[config.mk]
export PLATFORM = sky130hd
export DESIGN_NAME = tlc_phase_scheduler
export DESIGN_NICKNAME = d
export VERILOG_FILES = /design/src/rtl/tlc_phase_scheduler.sv
export SDC_FILE = /design/constraint.sdc
export NUM_CORES = 1
export LEC_CHECK = 0
export CORE_MARGIN = 2
export CORE_UTILIZATION = 55
export CTS_BUF_LIST = sky130_fd_sc_hd__clkbuf_16
export CTS_CLUSTER_SIZE = 8
export DETAILED_ROUTE_END_ITERATION = 8
export PLACE_DENSITY = 0.75
export SETUP_SLACK_MARGIN = 0.1
export SLEW_MARGIN = 5
export SYNTH_ARGS = -nofsm -noshare
export SYNTH_HDL_FRONTEND = slang
export SYNTH_SLANG_ARGS = --single-unit
[constraint.sdc]
create_clock -name Clk -period 8.4 [get_ports Clk]
set_input_delay 1.26 -clock Clk [delete_from_list [all_inputs] [get_ports Clk]]
set_output_delay 1.26 -clock Clk [all_outputs]
set_load 0.03 [all_outputs]
[src/rtl/tlc_phase_scheduler.sv]
// Traffic light phase scheduler.
// Shares the intersection among the farm-road sensor, the pedestrian walk
// button and the emergency preempt. One phase timer drives every interval:
// it clears on each state change, otherwise counts up and saturates.
// All light/grant outputs are registered and follow the state register.
module tlc_phase_scheduler #(
  parameter int GREEN_MIN_HWY = 30,
  parameter int GREEN_FARM    = 15,
  parameter int YELLOW_T      = 3,
  parameter int ALLRED_T      = 2,
  parameter int WALK_T        = 10,
  parameter int CW            = 31
) (
  input  logic       Clk,
  input  logic       Rst,
  input  logic       farmReq,
  input  logic       pedReq,
  input  logic       emgReq,
  output logic [1:0] highwaySignal,
  output logic [1:0] farmSignal,
  output logic       walkSignal,
  output logic [1:0] grant,
  output logic [2:0] state,
  output logic       pedPending
);

  typedef enum logic [2:0] {
    S_HG     = 3'd0,
    S_HY     = 3'd1,
    S_AR_OUT = 3'd2,
    S_FG     = 3'd3,
    S_FY     = 3'd4,
    S_AR_IN  = 3'd5,
    S_WALK   = 3'd6,
    S_EMG    = 3'd7
  } state_t;

  // Light encoding shared by both roads.
  localparam logic [1:0] L_RED = 2'b00;
  localparam logic [1:0] L_YEL = 2'b01;
  localparam logic [1:0] L_GRN = 2'b10;

  // Grant encoding.
  localparam logic [1:0] G_HWY  = 2'b00;
  localparam logic [1:0] G_FARM = 2'b01;
  localparam logic [1:0] G_PED  = 2'b10;
  localparam logic [1:0] G_EMG  = 2'b11;

  // An interval of N cycles ends on the edge where the timer reads N-1.
  localparam logic [CW-1:0] C_HG_MIN = CW'(GREEN_MIN_HWY - 1);
  localparam logic [CW-1:0] C_FARM   = CW'(GREEN_FARM - 1);
  localparam logic [CW-1:0] C_YEL    = CW'(YELLOW_T - 1);
  localparam logic [CW-1:0] C_AR     = CW'(ALLRED_T - 1);
  localparam logic [CW-1:0] C_WALK   = CW'(WALK_T - 1);
  localparam logic [CW-1:0] C_ONE    = CW'(1);

  state_t        r_state;
  logic [CW-1:0] r_timer;
  logic          r_ped_pending;
  logic          r_last_ped;      // 1: pedestrian was served last, farm wins a tie
  logic [1:0]    r_hwy;
  logic [1:0]    r_farm;
  logic          r_walk;
  logic [1:0]    r_grant;

  state_t        w_state_next;
  logic          w_state_change;
  logic          w_timer_sat;
  logic          w_enter_walk;
  logic          w_enter_fg;
  logic [1:0]    w_hwy_next;
  logic [1:0]    w_farm_next;
  logic          w_walk_next;
  logic [1:0]    w_grant_next;

  assign w_state_change = (w_state_next != r_state);
  assign w_timer_sat    = &r_timer;
  assign w_enter_walk   = (w_state_next == S_WALK) && (r_state != S_WALK);
  assign w_enter_fg     = (w_state_next == S_FG) && (r_state != S_FG);

  // Next-state selection; yellow and all-red are left only on timer expiry.
  always_comb begin
    w_state_next = r_state;
    case (r_state)
      S_HG: begin
        if (emgReq || ((r_timer >= C_HG_MIN) && (farmReq || r_ped_pending)))
          w_state_next = S_HY;
      end
      S_HY: begin
        if (r_timer == C_YEL)
          w_state_next = S_AR_OUT;
      end
      S_AR_OUT: begin
        if (r_timer == C_AR) begin
          if (emgReq)
            w_state_next = S_EMG;
          else if (farmReq && r_ped_pending)
            w_state_next = r_last_ped ? S_FG : S_WALK;
          else if (farmReq)
            w_state_next = S_FG;
          else if (r_ped_pending)
            w_state_next = S_WALK;
          else
            w_state_next = S_HG;   // request withdrawn during clearance
        end
      end
      S_FG: begin
        if (emgReq || (r_timer == C_FARM))
          w_state_next = S_FY;
      end
      S_FY: begin
        if (r_timer == C_YEL)
          w_state_next = S_AR_IN;
      end
      S_WALK: begin
        // Vehicles are already red, so preemption can go straight to EMG.
        if (emgReq)
          w_state_next = S_EMG;
        else if (r_timer == C_WALK)
          w_state_next = S_AR_IN;
      end
      S_AR_IN: begin
        if (r_timer == C_AR)
          w_state_next = emgReq ? S_EMG : S_HG;
      end
      S_EMG: begin
        if (!emgReq)
          w_state_next = S_AR_IN;
      end
      default: w_state_next = S_HG;
    endcase
  end

  // Moore decode of the lamps and grant for the state about to be entered.
  always_comb begin
    w_hwy_next   = L_RED;
    w_farm_next  = L_RED;
    w_walk_next  = 1'b0;
    w_grant_next = G_HWY;
    case (w_state_next)
      S_HG:     w_hwy_next = L_GRN;
      S_HY:     w_hwy_next = L_YEL;
      S_AR_OUT: w_grant_next = G_HWY;
      S_FG: begin
        w_farm_next  = L_GRN;
        w_grant_next = G_FARM;
      end
      S_FY: begin
        w_farm_next  = L_YEL;
        w_grant_next = G_FARM;
      end
      S_AR_IN:  w_grant_next = G_HWY;
      S_WALK: begin
        w_walk_next  = 1'b1;
        w_grant_next = G_PED;
      end
      S_EMG:    w_grant_next = G_EMG;
      default:  w_hwy_next = L_GRN;
    endcase
  end

  // State, phase timer, pedestrian latch, round-robin flag and outputs.
  always_ff @(posedge Clk) begin
    if (Rst) begin
      r_state       <= S_HG;
      r_timer       <= '0;
      r_ped_pending <= 1'b0;
      r_last_ped    <= 1'b1;
      r_hwy         <= L_GRN;
      r_farm        <= L_RED;
      r_walk        <= 1'b0;
      r_grant       <= G_HWY;
    end else begin
      r_state <= w_state_next;

      if (w_state_change)
        r_timer <= '0;
      else if (!w_timer_sat)
        r_timer <= r_timer + C_ONE;

      // A press on the WALK-entry edge stays pending: set beats clear.
      if (pedReq)
        r_ped_pending <= 1'b1;
      else if (w_enter_walk)
        r_ped_pending <= 1'b0;

      if (w_enter_fg)
        r_last_ped <= 1'b0;
      else if (w_enter_walk)
        r_last_ped <= 1'b1;

      r_hwy   <= w_hwy_next;
      r_farm  <= w_farm_next;
      r_walk  <= w_walk_next;
      r_grant <= w_grant_next;
    end
  end

  assign highwaySignal = r_hwy;
  assign farmSignal    = r_farm;
  assign walkSignal    = r_walk;
  assign grant         = r_grant;
  assign state         = r_state;
  assign pedPending    = r_ped_pending;

endmodule

==> impl_metrics.csv <==
group,metric,value,unit
power_and_ir_drop,power_density,172,mW/mm^2
floorplanning,start_util,0.578,
final_layout,antennaDiodeCount,0,
setup_path,crit_slowest_cell,"o31ai_1",
setup_path,arrival,3.87,ns
floorplanning,ios,16,
power_and_ir_drop,max-vdd-ir-drop,0.000112,V
clock_tree,clock-sinks,43,
logic_synthesis,syn_avg_cell_area,7.67,sq um
timing,setup_ws,4.72,ns
logic_synthesis,netlist_area,0.00253,sq mm
setup_path,worst_setup_path_start_kind,"input pin",
timing,fin_crit_sh,0.439,
logic_synthesis,ys_seq_area_frac,0.340,
timing,maxSlewViolCount,0,
clock_tree,clk_latency,0.28,ns
timing,setup_tns,0,ns
global_routing,grt_pass1_vias,2161,
setup_path,max_stage_delay,0.62,ns
global_routing,grt_pass1_wl,10300,um
route,top_layer,"met4",
timing,hold_viol_final,0,
timing,rsz0062_at_grt,"false",
clock_tree,cts.repair.resized,0,
global_routing,grt_max_degree,32,
route,ant_nets,0,
logic_synthesis,ys_seq_elements,43,
logic_synthesis,ys_warn_count,0,
clock_tree,cts_tree,"yes",
global_routing,grt_use_total,0.247,
logic_synthesis,async_flop_share,0,
timing,worstMarginPinSlew,0.998,ns
clock_tree,cts_setup_buffers,0,
logic_synthesis,synth-edff-count,0,
global_routing,grt_antenna_before_repair,0,
route,vias,2403,
global_routing,grt_overflow_total,0,
timing,relSlewSlack,0.324,
logic_synthesis,synth_nets,338,
setup_path,worst-path-buf-inv,2,
setup_path,end_kind,"flop",
min_path,hold_path.class,"flop to flop",
placement,gp_congestion,0.858,
timing,fin_worst_skew,0.00322,ns
logic_synthesis,synthDistinctLibCells,50,
status,status,"finished clean",
floorplanning,die_h,71.9,um
timing,max_freq,271,MHz
floorplanning,design.core.area,0.00438,sq mm
setup_path,worstPathMaxFanout,31,
route,wl,5790,um
route,drc,0,
final_layout,drive_gt1_frac,0.0712,
clock_tree,htree_levels,2,
route,wl_met1,2680,um
setup_path,crit_type,"input pin to flop",
setup_path,critical-path-top-delay-family,"compound AO/OA/AOI/OAI gates",
timing,period_minus_slack,3.68,ns
placement,numPortBuffers,15,
power_and_ir_drop,p_leak,1.04,nW
route,routed-wl-met3,199,um
flow_run,maxCapViolCount,0,
route,met2_length,2830,um
final_layout,fill_cells,419,
clock_tree,cts_hold_buf,0,
placement,post-dp-hpwl,4030,um
clock_tree,cts_buffers,5,
logic_synthesis,ys_dominant_reg_cell,"dfxtp_1",
clock_tree,clk_pin_slew_worst_paths,0.06,ns
timing,setup_violations,0,
route,wl_per_cell,14.9,um
floorplanning,die_w,71.9,um
clock_tree,cts.path.max_buffers,2,
placement,post-place-ws,4.41,ns
route,dr.pass1.iters,5,
floorplanning,rows,24,
final_layout,syn_to_final_growth,12.8,%
clock_tree,cts-root-buf,"clkbuf_16",
route,via_per_inst,6.18,
logic_synthesis,syn_inst,330,
setup_path,crit_chain,"clkdlybuf4s50_1 > mux2_2 > a21oi_1 > nor2_1 > a21o_1 > o31ai_1 > o21bai_2 > buf_4 > nor4b_1",
floorplanning,fp.dieArea,0.00516,sq mm
route,first_iter_violations,191,
final_layout,fin_nets,344,
setup_path,required,8.59,ns
-- power breakdown --
part           switching (mW)  total [mW]  internal [mW]
Sequential            0.00679       0.217          0.210
Combinational          0.0538      0.0823         0.0285
Clock                  0.0812       0.192          0.111
-- worst reg2reg max path, cell delays in order, from the launching register on --
cell and delay, ns:
dfxtp_1 0.34, inv_1 0.14, ha_1 0.19, or4b_2 0.63, or4_1 0.43, a2111oi_0 0.51, nor3_1 0.17, nor3b_4 0.22
xnor2_2 0.16, buf_4 0.25, nor4b_1 0.31
-- final cells by class --
cell class              count  area, sq um  area share
multi-input cells         258         1570       0.550
flip-flops and latches     43          861       0.301
repair buffers             18          173      0.0604
clock buffers               5          125      0.0438
well taps                  52         65.1      0.0228
inverters                  10         37.5      0.0131
clock inverters             3         23.8     0.00832
-- flip-flops by register name, indices dropped and copies added (netlist names) --
name,count
r_timer,31
farmSignal,2
grant,2
walkSignal,1
state,3
r_last_ped,1
pedPending,1
highwaySignal,2
-- synth_stat cells, types with 5 or more instances --
master    number  area share
nand3_1       10       0.020
xor2_1        18       0.062
dfxtp_1       43        0.34
inv_1         10       0.015
or4_1          6       0.018
nor3_1        45       0.089
nor4_1        12       0.030
nand4_1       11       0.027
clkbuf_1      18       0.027
nand2_1       46       0.068
nor2_1        29       0.043
o21ai_0        7       0.014
a31oi_1        5       0.012
xnor2_1       11       0.038
-- final timing paths --
kind / from / end / slack, ns / cells after the start
worst max-delay path: emgReq / r_timer[30]$_SDFFE_PP0N_ / 4.72 / 9
worst min-delay path: r_timer[23]$_SDFFE_PP0N_ / r_timer[23]$_SDFFE_PP0N_ / 0.57 / 3
worst max register to register: r_timer[0]$_SDFFE_PP0N_ / r_timer[30]$_SDFFE_PP0N_ / 4.96 / 10
worst min register to register: r_timer[23]$_SDFFE_PP0N_ / r_timer[23]$_SDFFE_PP0N_ / 0.57 / 3
-- placed cells by master (no fill, tap or decap), types with 3 or more instances in the layout --
cell,netlist,layout
nor4b_2,3,3
inv_1,10,10
a21o_1,3,3
xor2_1,18,18
clkdlybuf4s50_1,0,15
xnor2_1,11,10
clkbuf_16,0,5
and4_1,3,3
nand3_1,10,10
ha_1,3,3
a31oi_1,5,5
buf_4,0,3
nand2_1,46,46
nor4_1,12,12
nor3_1,45,45
or3_1,3,3
nor2_1,29,29
nor4b_1,3,3
or4_1,6,6
o21ai_0,7,7
and3_1,3,3
dfxtp_1,43,43
nand4_1,11,11
-- metrics by stage --
step           total power [mW]  hold WS [ns]  utilization  area, sq um  std cells
5_1_grt                   0.516         0.601        0.652         2860        389
2_1_floorplan             0.278         0.489            -         2530        330
3_5_place_dp              0.304         0.547        0.618         2710        381
3_3_place_gp              0.303         0.535        0.618         2710        381
6_report                  0.491         0.567        0.652         2860        389
4_1_cts                   0.496         0.564        0.652         2860        389
-- per-layer routing --
| layer | up-vias | global-route usage |
|---|---|---|
| li1 | 1203 | - |
| met1 | 1136 | 0.339 |
| met2 | 56 | 0.394 |
| met3 | 8 | 0.0394 |
| met4 | 0 | 0.0901 |
| met5 | - | 0 |
-- logic make-up (layout without fill, tap and decap cells) --
family	count (synthesis)	in the layout	synth area share
DFF	43	43	0.340
xor gates and xnor gates	29	29	0.100
and+or+nand+nor	191	191	0.402
adders and majority gates	3	3	0.0148
muxes	1	1	0.00445
buffers and inverters	29	36	0.0435
AOI/OAI and AO/OA	34	34	0.0949
(Power assumes the default switching activity.)
